[src/rtl/cpu_pkg.sv]
// Shared definitions for the 8-bit computer: fetch FSM states and fetch constants.
package cpu_pkg;

  typedef enum logic [2:0] {
    ISSUE_OP  = 3'd0,
    CAPT_OP   = 3'd1,
    ISSUE_IMM = 3'd2,
    CAPT_IMM  = 3'd3,
    HOLD      = 3'd4
  } fetch_state_t;

  // Opcode bit marking a 2-byte instruction (only meaningful with FETCH_IMM_EN).
  localparam int unsigned IMM_FLAG_BIT = 7;
  localparam logic [7:0]  RESET_PC     = 8'h00;

endpackage

[src/rtl/fetch_unit_if.sv]
// Memory-port and decoder-handshake signals of the fetch stage.
// master: the fetch unit; slave: memory / execute / decoder side.
interface fetch_unit_if;

  logic [7:0] mem_addr;
  logic       mem_get;
  logic [7:0] mem_out;
  logic       bus_busy;
  logic       halt;
  logic       jump;
  logic [7:0] jump_addr;
  logic       instr_valid;
  logic       instr_ready;
  logic [7:0] opcode;
  logic [7:0] operand;
  logic [7:0] instr_pc;

  modport master (
    output mem_addr, mem_get, instr_valid, opcode, operand, instr_pc,
    input  mem_out, bus_busy, halt, jump, jump_addr, instr_ready
  );

  modport slave (
    input  mem_addr, mem_get, instr_valid, opcode, operand, instr_pc,
    output mem_out, bus_busy, halt, jump, jump_addr, instr_ready
  );

endinterface

[src/rtl/fetch_unit.sv]
// Instruction fetch stage: owns the PC, reads opcode (and optional immediate)
// bytes from memory and holds the assembled instruction for the decoder.
// Optional feature macro: FETCH_IMM_EN enables 2-byte instructions (opcode[7]).
module fetch_unit
  import cpu_pkg::*;
(
  input  logic         clk,
  input  logic         rst_n,
  fetch_unit_if.master bus
);

  fetch_state_t r_state;
  logic [7:0]   r_pc;
  logic [7:0]   r_instr_pc;
  logic [7:0]   r_opcode;
  logic         r_valid;
  logic         w_issue;
  logic         w_mem_get;

`ifdef FETCH_IMM_EN
  logic [7:0]   r_operand;
`endif

  // Memory read request: only in issue states, never during reset or a redirect.
  always_comb begin
    w_issue = 1'b0;
    case (r_state)
      ISSUE_OP:  w_issue = !bus.bus_busy && !bus.halt;
`ifdef FETCH_IMM_EN
      ISSUE_IMM: w_issue = !bus.bus_busy;  // halt never strands a started instruction
`endif
      default:   w_issue = 1'b0;
    endcase
    w_mem_get = w_issue && rst_n && !bus.jump;
  end

  // FSM, PC and instruction registers; jump overrides everything but reset.
  always_ff @(posedge clk) begin
    if (!rst_n) begin
      r_state    <= ISSUE_OP;
      r_pc       <= RESET_PC;
      r_instr_pc <= 8'h00;
      r_opcode   <= 8'h00;
      r_valid    <= 1'b0;
`ifdef FETCH_IMM_EN
      r_operand  <= 8'h00;
`endif
    end else if (bus.jump) begin
      // Drops any in-flight byte and any same-cycle handshake.
      r_pc    <= bus.jump_addr;
      r_valid <= 1'b0;
      r_state <= ISSUE_OP;
    end else begin
      case (r_state)
        ISSUE_OP: begin
          if (w_mem_get) begin
            r_instr_pc <= r_pc;
            r_pc       <= r_pc + 8'd1;
            r_state    <= CAPT_OP;
          end
        end
        CAPT_OP: begin
          r_opcode <= bus.mem_out;
`ifdef FETCH_IMM_EN
          if (bus.mem_out[IMM_FLAG_BIT]) begin
            r_state <= ISSUE_IMM;
          end else begin
            r_operand <= 8'h00;
            r_valid   <= 1'b1;
            r_state   <= HOLD;
          end
`else
          r_valid <= 1'b1;
          r_state <= HOLD;
`endif
        end
`ifdef FETCH_IMM_EN
        ISSUE_IMM: begin
          if (w_mem_get) begin
            r_pc    <= r_pc + 8'd1;
            r_state <= CAPT_IMM;
          end
        end
        CAPT_IMM: begin
          r_operand <= bus.mem_out;
          r_valid   <= 1'b1;
          r_state   <= HOLD;
        end
`endif
        HOLD: begin
          if (bus.instr_ready) begin
            r_valid <= 1'b0;
            r_state <= ISSUE_OP;
          end
        end
        default: begin
          r_valid <= 1'b0;
          r_state <= ISSUE_OP;
        end
      endcase
    end
  end

  assign bus.mem_addr    = r_pc;
  assign bus.mem_get     = w_mem_get;
  assign bus.instr_valid = r_valid;
  assign bus.opcode      = r_opcode;
  assign bus.instr_pc    = r_instr_pc;
`ifdef FETCH_IMM_EN
  assign bus.operand     = r_operand;
`else
  assign bus.operand     = 8'h00;
`endif

endmodule

[src/flat_wrapper.sv]
// flat-port wrapper written by rule: the top's interface ports become plain ports
module fetch_unit_flat import cpu_pkg::*;
  (clk, rst_n, bus_mem_addr, bus_mem_get, bus_instr_valid, bus_opcode, bus_operand, bus_instr_pc, bus_mem_out, bus_bus_busy, bus_halt, bus_jump, bus_jump_addr, bus_instr_ready);
  fetch_unit_if bus_i ();
  input  logic clk;
  input  logic rst_n;
  output wire logic [$bits(bus_i.mem_addr)-1:0] bus_mem_addr;
  output wire logic [$bits(bus_i.mem_get)-1:0] bus_mem_get;
  output wire logic [$bits(bus_i.instr_valid)-1:0] bus_instr_valid;
  output wire logic [$bits(bus_i.opcode)-1:0] bus_opcode;
  output wire logic [$bits(bus_i.operand)-1:0] bus_operand;
  output wire logic [$bits(bus_i.instr_pc)-1:0] bus_instr_pc;
  input wire logic [$bits(bus_i.mem_out)-1:0] bus_mem_out;
  input wire logic [$bits(bus_i.bus_busy)-1:0] bus_bus_busy;
  input wire logic [$bits(bus_i.halt)-1:0] bus_halt;
  input wire logic [$bits(bus_i.jump)-1:0] bus_jump;
  input wire logic [$bits(bus_i.jump_addr)-1:0] bus_jump_addr;
  input wire logic [$bits(bus_i.instr_ready)-1:0] bus_instr_ready;
  assign bus_mem_addr = bus_i.mem_addr;
  assign bus_mem_get = bus_i.mem_get;
  assign bus_instr_valid = bus_i.instr_valid;
  assign bus_opcode = bus_i.opcode;
  assign bus_operand = bus_i.operand;
  assign bus_instr_pc = bus_i.instr_pc;
  assign bus_i.mem_out = bus_mem_out;
  assign bus_i.bus_busy = bus_bus_busy;
  assign bus_i.halt = bus_halt;
  assign bus_i.jump = bus_jump;
  assign bus_i.jump_addr = bus_jump_addr;
  assign bus_i.instr_ready = bus_instr_ready;
  fetch_unit u_core (.clk(clk), .rst_n(rst_n), .bus(bus_i));
endmodule
[config.mk]
export PLATFORM = sky130hd
export DESIGN_NAME = fetch_unit_flat
export DESIGN_NICKNAME = d
export VERILOG_FILES = /design/src/rtl/cpu_pkg.sv /design/src/rtl/fetch_unit_if.sv /design/src/rtl/fetch_unit.sv /design/src/flat_wrapper.sv
export SDC_FILE = /design/constraint.sdc
export NUM_CORES = 1
export LEC_CHECK = 0
export ABC_AREA = 1
export BUFFER_PORTS_ARGS = -buffer_cell sky130_fd_sc_hd__buf_2
export CORE_MARGIN = 2
export CORE_UTILIZATION = 46
export CTS_CLUSTER_DIAMETER = 50
export CTS_CLUSTER_SIZE = 30
export DETAILED_ROUTE_END_ITERATION = 6
export HOLD_SLACK_MARGIN = 0.03
export PLACE_DENSITY = 0.89
export SLEW_MARGIN = 20
export SYNTH_ARGS = -nofsm -noshare
export SYNTH_HDL_FRONTEND = slang
export SYNTH_SLANG_ARGS = --single-unit
[constraint.sdc]
create_clock -name clk -period 1.6 [get_ports clk]
set_input_delay 0.16 -clock clk [delete_from_list [all_inputs] [get_ports clk]]
set_output_delay 0.16 -clock clk [all_outputs]
set_load 0.1 [all_outputs]
==> results.ini, run 1 <==
[run_status]
outcome = finished, final reports clean

[timing]
post-route-min-period_ps = 1500
fmax_mhz = 666
finalClockSkew_ps = 7.24
hold_viol = 0
rsz0062_at_grt = false
maxSlewViolCount = 0
layout_setup_ws_ps = 98.8
whs_ps = 81.1
fin_crit_sh = 0.938
setup_viol = 0

[synthesis]
yosysUniqueCellTypes = 25
synth_area_per_cell_um2 = 7.24
yosysSeqAreaShare = 0.415
ys_ff_latch = 27
yosysWarnings = 0
synth_area_um2 = 1300
syn_inst = 180

[clock_tree]
cts_sinks = 27
clk_latency_ps = 320
numCtsBuffers = 3
cts_root_buf = clkbuf_4
cts.clk_slew.worst_paths_ps = 150
cts_buffer_depth = 2
cts_setup_buffers = 1
htreeDepth = 1
cts_tree = built
ctsResizeCount = 0
ctsHoldBuffers = 0

[final_layout]
finalCoreUtilization = 0.577
layout-drive-gt1-share = 0.292
instances_no_fill = 257
diodes = 0
area.growth.synth_to_final_pct = 21.0
fillerInstances = 251
final_nets = 250

[drt]
via_per_inst = 4.95
drt_pass1_iterations = 4
wl_mm = 2.83
vias = 1272
drt_iter0_drc = 62
route.detailed.wl_per_inst_um = 11.0
antenna_left = 0
drc = 0

[floorplanning]
start_util = 0.477
die-area_um2 = 3280
core_area_um2 = 2730
row_count = 19
die-height_um = 57.2
num_io_pins = 56
die_w_um = 57.2

[placement]
dp_slack_ps = 350
place_congestion = 0.839
place_inst = 252
io_buffers = 47
hpwl_mm = 2.14

[power]
p_leak_nw = 0.745
p_per_area_nw_per_um2 = 904
vdd_drop_max_mv = 0.599
finalPower_mw = 1.43

[global_routing]
grt_pass1_vias = 1095
grt_usage = 0.179
antenna_found_initial = 0
grt_pass1_wl_mm = 4.70
grt_remaining_overflow = 0
grt_max_degree = 18

[worst_setup_path]
crit_type = reg -> out
cp.arrival_ps = 1340
crit_required_ps = 1440
cp-end-kind = primary output
slowest_delay_ps = 380
crit_chain = nor2_4 -> nand3_4 -> nor2_8 -> buf_12
cp-start-kind = flop
slowest_stage = dfxtp_1
critPathMaxFanout = 8

[run]
cap_violations = 0

[min_path]
hold_path.class = in -> reg

==> area by class of cell <==
class,instances,area [µm²],share of cell area
inverter,16,60.1,0.0381
clock inverter,1,7.51,0.00476
clock buffer,3,22.5,0.0143
sequential,27,547,0.347
multi-input combinational,129,629,0.399
tap,31,38.8,0.0246
timing repair buffer,50,273,0.173
==> per-stage QoR <==
step           cell area (µm²)  setup TNS, ps
4_1_cts                   1580              0
6_report                  1580              0
3_3_place_gp              1540              0
2_1_floorplan             1340          -82.4
3_5_place_dp              1540              0
5_1_grt                   1580              0
==> power by group <==
part | total, mW | switching, mW | internal [mW]
Combinational | 0.407 | 0.335 | 0.0716
Sequential | 0.723 | 0.0251 | 0.698
Clock | 0.297 | 0.201 | 0.0955
Total | 1.43 | 0.562 | 0.865
==> worst max-delay path, delay by kind of cell, from the launching register on <==
kind / cells / cell delay, ps
flops: 1 / 380
buf+inv: 1 / 180
simple gates: 3 / 460
==> cell usage in the layout, fill, tap and decap left out, types with 2 or more instances in the layout <==
| master | synthesis | final |
|---|---|---|
| nand4_1 | 2 | 2 |
| nor2_1 | 17 | 17 |
| nand2_1 | 38 | 38 |
| clkbuf_4 | 0 | 3 |
| a21oi_1 | 21 | 21 |
| dfxtp_1 | 27 | 22 |
| dfxtp_2 | 0 | 5 |
| conb_1 | 1 | 8 |
| buf_4 | 8 | 3 |
| inv_1 | 15 | 15 |
| o21ai_0 | 12 | 12 |
| nand3_1 | 20 | 20 |
| buf_2 | 5 | 46 |
==> kinds of logic (layout without fill, tap and decap cells) <==
family                   after synthesis  after routing  share of synthesized area
AND/OR/NAND/NOR                       83             83                      0.300
AO/OA/AOI/OAI                         36             36                      0.143
buffers and inverters                 31             70                      0.123
flip-flops                            27             27                      0.415
adder cells (fa/ha/maj)                1              1                    0.00960
other                                  1              8                    0.00288
XOR/XNOR                               1              1                    0.00672
==> sequential cells by signal, summed over array words and instances (netlist names) <==
| name | cells |
|---|---|
| u_core.r_state | 2 |
| u_core.bus.instr_pc | 8 |
| u_core.bus.instr_valid | 1 |
| u_core.bus.opcode | 8 |
| u_core.bus.mem_addr | 8 |
==> layer usage <==
| layer | up-vias | GRT usage | routed length (µm) |
|---|---|---|---|
| li1 | 662 | - | - |
| met1 | 566 | 0.242 | 1310 |
| met2 | 40 | 0.294 | 1350 |
| met3 | 4 | 0.0295 | 133 |
| met4 | 0 | 0.0532 | 38 |
| met5 | - | 0 | 0 |
==> final timing paths <==
path	startpoint	endpoint	slack, ps	depth (start not counted)
max	u_core.r_state[2]	bus_mem_get	100	4
max reg2reg	u_core.r_state[2]	u_core.bus.mem_addr[7]	240	6
min reg2reg	u_core.bus.opcode[0]	u_core.bus.opcode[0]	470	2
min	bus_mem_out[0]	u_core.bus.opcode[0]	80	3
==> Yosys cell counts <==
master    instances  share of area
buf_2             5          0.019
nand2_1          38           0.11
o21ai_0          12          0.046
a211oi_1          1         0.0058
dfxtp_1          27           0.41
nor2_8            1          0.015
inv_1            15          0.043
a21oi_1          21          0.081
o21ai_1           1         0.0038
xnor2_1           1         0.0067
clkbuf_1          1         0.0029
a21oi_2           1         0.0067
conb_1            1         0.0029
nor2_4            1         0.0086
nand3_4           1          0.013
buf_4             8          0.046
nor2_1           17          0.049
nand3_1          20          0.077
nand3b_1          1         0.0058
nand3_2           1         0.0077
inv_2             1         0.0029
nor2_2            1         0.0048
nand4_1           2         0.0096
ha_1              1         0.0096
buf_6             1         0.0086
No activity file was read; power rests on OpenSTA's default activity.
==> inputs of run 2 (changes only) <==
Settings changed: CELL_PAD_IN_SITES_DETAIL_PLACEMENT from default to 0, CELL_PAD_IN_SITES_GLOBAL_PLACEMENT from default to 1, CORE_UTILIZATION 46 to 32, GPL_ROUTABILITY_DRIVEN from default to 0.
==> run 2 against run 1 <==
- setup slack got worse by 6.3 ps
- fmax is 0.42% lower
- via count fell by 0.63%
- combinational power up 2%
- critical endpoint unchanged
- non-clock buffer count increased by 5
- largest cell class unchanged
- hold slack better by 55 ps
- critical path type unchanged
- flip-flop and latch count unchanged
- sequential share of layout area decreased by 1.7 points
- final cell count up 9.3%
- routed wire length up 7.7%
- die area rose by 40%
==> results.ini, run 2 (synthesis gave the netlist of run 1 again) <==
[timing]
fmax_mhz = 663
fin_tns_setup_ps = 0
fin_crit_sh = 0.942
rsz0062_at_grt = false
post-route-min-period_ps = 1510
finalClockSkew_ps = 4.62
hold_viol = 0
maxSlewViolCount = 0
setup_viol = 0
whs_ps = 136

[global_routing]
grt_max_degree = 19
grt_pass1_vias = 1077
grt_pass1_wl_mm = 4.81
antenna_found_initial = 0
grt_remaining_overflow = 0
grt_usage = 0.138

[power]
internal_power_mw = 0.950
power_frac_seq = 0.469
p_leak_nw = 0.779
p_comb_frac = 0.269
vdd_drop_max_mv = 0.386
clockPowerShare = 0.262
finalPower_mw = 1.54
power.switching_mw = 0.589
p_per_area_nw_per_um2 = 928
switching_share = 0.383

[placement]
hpwl_mm = 2.24
io_buffers = 47
postPlaceCellArea_um2 = 1580

[floorplanning]
num_io_pins = 56
die_w_um = 67.8
die-area_um2 = 4600
row_count = 23
start_util = 0.328
die-height_um = 67.8
core_area_um2 = 3970

[drt]
route.detailed.wl_per_inst_um = 10.8
drt_pass1_iterations = 4
wl_mm = 3.05
via_per_inst = 4.50
vias = 1264
antenna_left = 0
drc = 0
drt_iter0_drc = 73

[worst_setup_path]
cp.arrival_ps = 1350
reg2reg_slack_ps = 310
critPathMaxFanout = 8
cp-startpoint = u_core.r_state[2]
cp-start-kind = flop
regToRegStartpoint = u_core.r_state[2]
crit_type = reg -> out
cp-end-kind = primary output
crit_required_ps = 1440

[final_layout]
design_area_um2 = 1660
final_cell_mix = buf_2, nand2_1, dfxtp_1, a21oi_1, nand3_1
diodes = 0
area.growth.synth_to_final_pct = 27.2
final_nets = 255
layout-drive-gt1-share = 0.307
finalCoreUtilization = 0.417
final_common_cell = buf_2

[clock_tree]
cts_buffer_depth = 2
clk_latency_ps = 280
cts_root_buf = clkbuf_8
cts_tree = built
cts.clk_slew.worst_paths_ps = 100
numCtsBuffers = 3
htreeDepth = 1
ctsHoldBuffers = 0
cts_sinks = 27

[run_status]
outcome = finished, final reports clean

[min_path]
hp-start = bus_mem_out[0]
hold_path.class = in -> reg

[run]
cap_violations = 0

[run 2: changes by cell type in the layout (fill, tap and decap cells not counted), sizes merged]
cell	previous run	this run
buf	50	55
[run 2: critical path, stage by stage, from the launching register on]
cell and delay [ps]:
dfxtp_1 370, nor2_4 150, nand3_4 140, nor2_8 210, buf_12 190
[run 2: timing repair]
item	in CTS	in global routing
buffers inserted	0	4
gates resized for setup	0	0
endpoints found under the setup margin	0	1
[run 2: power by group through the flow]
stage	Clock [mW]	Combinational [mW]	Sequential, mW
5_1_grt	0.446	0.439	0.727
3_3_place_gp	0	0.410	0.738
2_1_floorplan	0	0.193	0.893
6_report	0.403	0.414	0.723
4_1_cts	0.418	0.411	0.723
3_5_place_dp	0	0.410	0.738
[run 2: final cells by class]
cell class | instances | area [µm²]
fill | 422 | 2310
clock buffer | 3 | 41.3
clock inverter | 1 | 7.51
inverter | 16 | 60.1
tap | 50 | 62.6
timing repair buffer | 55 | 310
sequential | 27 | 547
multi-input combinational | 129 | 629
[run 2: layer usage]
| layer | GRT usage | vias to the layer above | part of all wire |
|---|---|---|---|
| met2 | 0.223 | 41 | 0.48 |
| met3 | 0.0247 | 2 | 0.066 |
| met5 | 0 | - | 0 |
| li1 | - | 672 | - |
| met4 | 0.0600 | 0 | 0.0033 |
| met1 | 0.181 | 549 | 0.45 |
[run 2: final timing paths]
kind / cells after the start / endpoint
setup / recovery: 4 / bus_mem_get
hold / removal: 3 / u_core.bus.opcode[0]
setup reg to reg: 6 / u_core.bus.instr_pc[3]
hold reg to reg: 2 / u_core.bus.opcode[1]
[run 2: through the flow]
stage / setup slack [ps] / instances
2_1_floorplan: -82.4 / 187
3_3_place_gp: 361 / 273
3_5_place_dp: 336 / 273
4_1_cts: 14.0 / 277
5_1_grt: 23.9 / 281
6_report: 92.5 / 281
